[src/rtl/alu_pkg.sv]
// Shared definitions for the ALU arbiter slice: widths, opcodes and FSM encoding.
package alu_pkg;
  localparam int XLEN   = 32;
  localparam int OP_W   = 4;
  localparam int OP_MAX = 8;

  localparam logic [OP_W-1:0] OP_ADD = 4'd0;
  localparam logic [OP_W-1:0] OP_SUB = 4'd1;
  localparam logic [OP_W-1:0] OP_XOR = 4'd2;
  localparam logic [OP_W-1:0] OP_OR  = 4'd3;
  localparam logic [OP_W-1:0] OP_AND = 4'd4;
  localparam logic [OP_W-1:0] OP_SLL = 4'd5;
  localparam logic [OP_W-1:0] OP_SRL = 4'd6;
  localparam logic [OP_W-1:0] OP_SRA = 4'd7;
  localparam logic [OP_W-1:0] OP_SLT = 4'd8;

  typedef enum logic [1:0] {
    IDLE = 2'd0,
    EXEC = 2'd1,
    RESP = 2'd2
  } state_e;
endpackage

[src/rtl/rr_arb2.sv]
// Two-way round-robin grant; on a tie the requester that did not win last time gets it.
module rr_arb2 (
  input  logic v0,
  input  logic v1,
  input  logic last_grant,
  output logic gnt,
  output logic any
);
  assign any = v0 | v1;
  assign gnt = (v0 & v1) ? ~last_grant : v1;
endmodule

[src/rtl/alu_arbiter.sv]
// Shares one external ALU between two valid/ready requesters; round-robin
// issue, two-cycle latency, result returned only to the issuing requester.
module alu_arbiter #(
  parameter int XLEN   = alu_pkg::XLEN,
  parameter int OP_W   = alu_pkg::OP_W,
  parameter int OP_MAX = alu_pkg::OP_MAX
) (
  input  logic            clk_i,
  input  logic            rst_i,
  input  logic            req0_valid_i,
  output logic            req0_ready_o,
  input  logic [OP_W-1:0] req0_instr_i,
  input  logic [XLEN-1:0] req0_src1_i,
  input  logic [XLEN-1:0] req0_src2_i,
  input  logic            req1_valid_i,
  output logic            req1_ready_o,
  input  logic [OP_W-1:0] req1_instr_i,
  input  logic [XLEN-1:0] req1_src1_i,
  input  logic [XLEN-1:0] req1_src2_i,
  output logic            rsp0_valid_o,
  input  logic            rsp0_ready_i,
  output logic [XLEN:0]   rsp0_result_o,
  output logic            rsp0_err_o,
  output logic            rsp1_valid_o,
  input  logic            rsp1_ready_i,
  output logic [XLEN:0]   rsp1_result_o,
  output logic            rsp1_err_o,
  output logic [OP_W-1:0] alu_instr_o,
  output logic [XLEN-1:0] alu_src1_o,
  output logic [XLEN-1:0] alu_src2_o,
  input  logic [XLEN:0]   alu_result_i
);
  import alu_pkg::*;

  state_e          state_q;
  logic            last_q;
  logic            owner_q;
  logic            illegal_q;
  logic [OP_W-1:0] instr_q;
  logic [XLEN-1:0] src1_q, src2_q;
  logic [XLEN:0]   res_q;
  logic            err_q;
  logic [1:0]      rsp_vld_q;

  logic            gnt, gnt_any, owner_rdy, window, accept;
  logic [OP_W-1:0] sel_instr;
  logic [XLEN-1:0] sel_src1, sel_src2;
  logic            sel_illegal;

  rr_arb2 u_arb (
    .v0         (req0_valid_i),
    .v1         (req1_valid_i),
    .last_grant (last_q),
    .gnt        (gnt),
    .any        (gnt_any)
  );

  // The window reopens in RESP on the cycle the owner drains its result,
  // which is what allows back-to-back issue every two cycles.
  assign owner_rdy = owner_q ? rsp1_ready_i : rsp0_ready_i;
  assign window    = (state_q == IDLE) || (state_q == RESP && owner_rdy);
  assign accept    = window & gnt_any;

  assign req0_ready_o = accept & ~gnt & req0_valid_i;
  assign req1_ready_o = accept &  gnt & req1_valid_i;

  always_comb begin
    sel_instr = gnt ? req1_instr_i : req0_instr_i;
    sel_src1  = gnt ? req1_src1_i  : req0_src1_i;
    sel_src2  = gnt ? req1_src2_i  : req0_src2_i;
    sel_illegal = sel_instr > OP_W'(OP_MAX);
  end

  // Operand registers only move on accept, so the ALU inputs stay quiet
  // outside EXEC. Illegal opcodes run as a harmless ADD 0,0.
  always_ff @(posedge clk_i or posedge rst_i) begin
    if (rst_i) begin
      instr_q   <= OP_ADD;
      src1_q    <= '0;
      src2_q    <= '0;
      illegal_q <= 1'b0;
      owner_q   <= 1'b0;
      last_q    <= 1'b1;
    end else if (accept) begin
      instr_q   <= sel_illegal ? OP_ADD : sel_instr;
      src1_q    <= sel_illegal ? '0 : sel_src1;
      src2_q    <= sel_illegal ? '0 : sel_src2;
      illegal_q <= sel_illegal;
      owner_q   <= gnt;
      last_q    <= gnt;
    end
  end

  always_ff @(posedge clk_i or posedge rst_i) begin
    if (rst_i) begin
      state_q   <= IDLE;
      res_q     <= '0;
      err_q     <= 1'b0;
      rsp_vld_q <= 2'b00;
    end else begin
      case (state_q)
        IDLE: if (accept) state_q <= EXEC;
        EXEC: begin
          res_q   <= illegal_q ? '0 : alu_result_i;
          err_q   <= illegal_q;
          rsp_vld_q[owner_q] <= 1'b1;
          state_q <= RESP;
        end
        RESP: if (owner_rdy) begin
          rsp_vld_q <= 2'b00;
          state_q   <= accept ? EXEC : IDLE;
        end
        default: state_q <= IDLE;
      endcase
    end
  end

  assign alu_instr_o = instr_q;
  assign alu_src1_o  = src1_q;
  assign alu_src2_o  = src2_q;

  assign rsp0_valid_o  = rsp_vld_q[0];
  assign rsp1_valid_o  = rsp_vld_q[1];
  assign rsp0_result_o = rsp_vld_q[0] ? res_q : '0;
  assign rsp1_result_o = rsp_vld_q[1] ? res_q : '0;
  assign rsp0_err_o    = rsp_vld_q[0] & err_q;
  assign rsp1_err_o    = rsp_vld_q[1] & err_q;
endmodule

[config.mk]
export PLATFORM = sky130hd
export DESIGN_NAME = alu_arbiter
export DESIGN_NICKNAME = d
export VERILOG_FILES = /design/src/rtl/alu_pkg.sv /design/src/rtl/rr_arb2.sv /design/src/rtl/alu_arbiter.sv
export SDC_FILE = /design/constraint.sdc
export NUM_CORES = 1
export LEC_CHECK = 0
export CAP_MARGIN = 15
export CORE_MARGIN = 1.5
export CORE_UTILIZATION = 35
export DETAILED_ROUTE_END_ITERATION = 12
export GPL_TIMING_DRIVEN = 1
export PLACE_DENSITY = 0.86
export SLEW_MARGIN = 20
export SYNTH_ARGS = -nofsm -noshare
export SYNTH_HDL_FRONTEND = slang
export SYNTH_SLANG_ARGS = --single-unit
export TNS_END_PERCENT = 30
[constraint.sdc]
create_clock -name clk_i -period 9.9 [get_ports clk_i]
set_input_delay 2.475 -clock clk_i [delete_from_list [all_inputs] [get_ports clk_i]]
set_output_delay 2.475 -clock clk_i [all_outputs]
set_load 0.005 [all_outputs]
==> flow_summary.yaml <==
logic_synthesis:
  syn_avg_cell_area_um2: 10.19
  synth_nets: 733
  synthCells: 558
  yosys_warnings: 0
  ys_seq_area_share_pct: 47.99
  ys_seq_elements: 109
  ys_types: 31
  syn_area_um2: 5687
floorplan:
  fp.dieH_um: 130.5
  dieArea_um2: 17020
  start_util_pct: 35.80
  ios: 315
  core_um2: 15890
  row_count: 46
  die-width_um: 130.5
clock_network:
  postCtsResizedCells: 0
  cts_made_buffers: 9
  clkSlewWorstSetupHoldPaths_ns: 0.07
  cts_hold_buffers: 0
  root_buffer: "clkbuf_16"
  post_cts_buffers: 0
  htreeDepth: 3
  clockBufferDepth: 2
  clk_latency_ns: 0.34
  cts_tree: "built"
  clock_sinks: 109
routing:
  wl_met1_mm: 6.244
  met3_length_mm: 1.308
  vias_per_cell: 4.752
  firstDrtPassIters: 6
  drc: 0
  vias: 5047
  met2WireLength_mm: 8.215
  wl_per_cell_um: 15.17
  wl_mm: 16.11
  top_layer: "met4"
  postRouteAntennaNets: 0
  drt_iter0_drc: 173
critical_path:
  critical_path.most_common_cell: "clkdlybuf4s50_1"
  endpoint: "req1_ready_o"
  crit_path_end_kind: "primary output"
  cpPeakStageDelay_ns: 0.53
  crit_type: "input port to primary output"
  cpMaxStageDelayCell: "a21boi_4"
  crit_path_max_fanout: 16
  cp-start-kind: "input port"
  reg2reg_setup_slack_ns: 6.99
  r2r_cells: 6
  cp_num_buf_inv: 2
  regToRegEndpoint: "alu_src1_o[4]"
  rr_startpoint: "owner_q"
  worst-path-stages: 4
  crit_chain: "clkdlybuf4s50_1 > a21boi_4 > and3_1 > clkdlybuf4s50_1"
  path_delay_family: "buffers and inverters"
  cp-startpoint: "req1_valid_i"
  crit_arrival_ns: 4.31
  crit_required_ns: 7.43
power:
  p_leak_nw: 3.762
  powerDensity_nw_per_um2: 272.0
  irDropWorstVdd_uv: 132.6
finish:
  post-route-cell-area_um2: 9194
  final_common_cell: "clkdlybuf4s50_1"
  diodes: 0
  layout-drive-gt1-share_pct: 6.619
  final_cell_mix: "clkdlybuf4s50_1, dfrtp_1, and2_1, mux2i_1, nor2_1"
  area_growth_pct: 61.67
  fill_cells: 1389
  finalNetCount: 1016
sta:
  drv_slew: 0
  max_freq_mhz: 147.5
  maxSlewHeadroom_pct: 31.20
  setup_viol: 0
  finalSetupTns_ns: 0
  hold_viol_final: 0
  skew_ns: 0.007464
  period_share_pct: 68.50
  rsz0062_at_grt: "false"
  period_needed_ns: 6.781
  worstMarginPinSlew_ns: 1.032
min_path:
  min_path_type: "flop to flop"
run_status:
  outcome: "finished, final reports clean"
placement:
  port_buffers: 314
  place_hpwl_mm: 12.30
  place_congestion: 0.7716
  placed_area_um2: 8900
global_routing:
  first_global_vias: 4820
  grt_overflow_total: 0
  grt_pass1_wl_mm: 24.63
  grt_max_degree: 100
  antenna_found_initial: 0
  grt_usage_pct: 18.73
flow_run:
  cap_violations: 0
-- area by class of cell --
cell class | count | area [um2] | share of cell area (%)
repair buffers | 318 | 3173 | 34.51
flip-flops and latches | 109 | 2729 | 29.68
multi-input cells | 398 | 2704 | 29.41
well taps | 216 | 270.3 | 2.940
clock buffers | 11 | 232.7 | 2.531
clock inverters | 5 | 61.31 | 0.6668
inverters | 5 | 23.77 | 0.2586
-- power breakdown --
part           internal, mW  switching (mW)  total, mW
Combinational         0.782           0.529       1.31
Sequential            0.664           0.167      0.831
Clock                 0.197           0.162      0.359
Total                  1.64           0.859       2.50
-- how the worst min path moves through the flow --
stage / start / endpoint / slack [ns] / cells past startpoint
final: res_q[15] / res_q[15] / 0.48 / 2
after global routing: res_q[6] / res_q[6] / 0.52 / 2
after floorplan: res_q[0] / res_q[0] / 0.46 / 2
after CTS: res_q[15] / res_q[15] / 0.49 / 2
after detailed placement: res_q[15] / res_q[15] / 0.48 / 2
after global placement: alu_instr_o[1] / alu_instr_o[1] / 0.46 / 2
-- routing by layer --
layer | GRT usage (%) | up-vias
li1 | - | 2480
met1 | 21.71 | 2336
met2 | 33.07 | 207
met3 | 5.252 | 24
met4 | 6.917 | 0
met5 | 0 | -
-- tightest hold or removal path: stages, from the launching register on --
cell and delay [ns]:
dfrtp_1 0.35, nand2_1 0.05, o21ai_0 0.06
-- sequential cells by signal, indices dropped and copies added, names as in the netlist --
register	cells
res_q	33
alu_src1_o	32
alu_src2_o	32
alu_instr_o	4
rsp_vld_q	2
state_q	2
err_q	1
illegal_q	1
last_q	1
owner_q	1
-- cells by family (layout without fill, tap and decap cells) --
kind of cell | after synthesis | after routing | synth area share (%)
DFF | 109 | 109 | 47.99
and+or+nand+nor | 217 | 217 | 19.38
muxes | 68 | 68 | 11.99
buffers and inverters | 51 | 339 | 4.862
AOI/OAI and AO/OA | 113 | 113 | 15.78
-- synth_stat cells (all sizes together) --
cell type	instances	area share [%]
a21o	3	0.40
mux2	1	0.20
nor4bb	1	0.18
o21bai	1	0.13
a211oi	65	11
clkbuf	18	1.2
or2	1	0.11
nand2b	33	3.6
inv	5	0.33
and3	1	0.11
a21boi	1	0.13
a21oi	1	0.088
dfstp	1	0.46
nor4	2	0.33
and2	68	7.5
nor3b	2	0.26
o21ai	39	3.4
a31oi	2	0.22
mux2i	67	12
nand2	41	2.7
a211o	1	0.15
buf	28	3.3
nor4b	1	0.15
nor2	67	4.4
dfrtp	108	48
-- per-stage QoR --
step | setup slack (ns) | total power [mW] | utilization, % | hold slack (ns) | std cells
floorplan | 4.080 | 1.451 | - | 0.4558 | 558
global placement | 3.149 | 2.125 | 56.03 | 0.4642 | 1046
detailed placement | 3.111 | 2.166 | 56.03 | 0.4762 | 1046
CTS | 3.114 | 2.537 | 57.88 | 0.4925 | 1062
global route | 3.024 | 2.693 | 57.88 | 0.5185 | 1062
finish | 3.119 | 2.501 | 57.88 | 0.4840 | 1062
(Power assumes the default switching activity.)
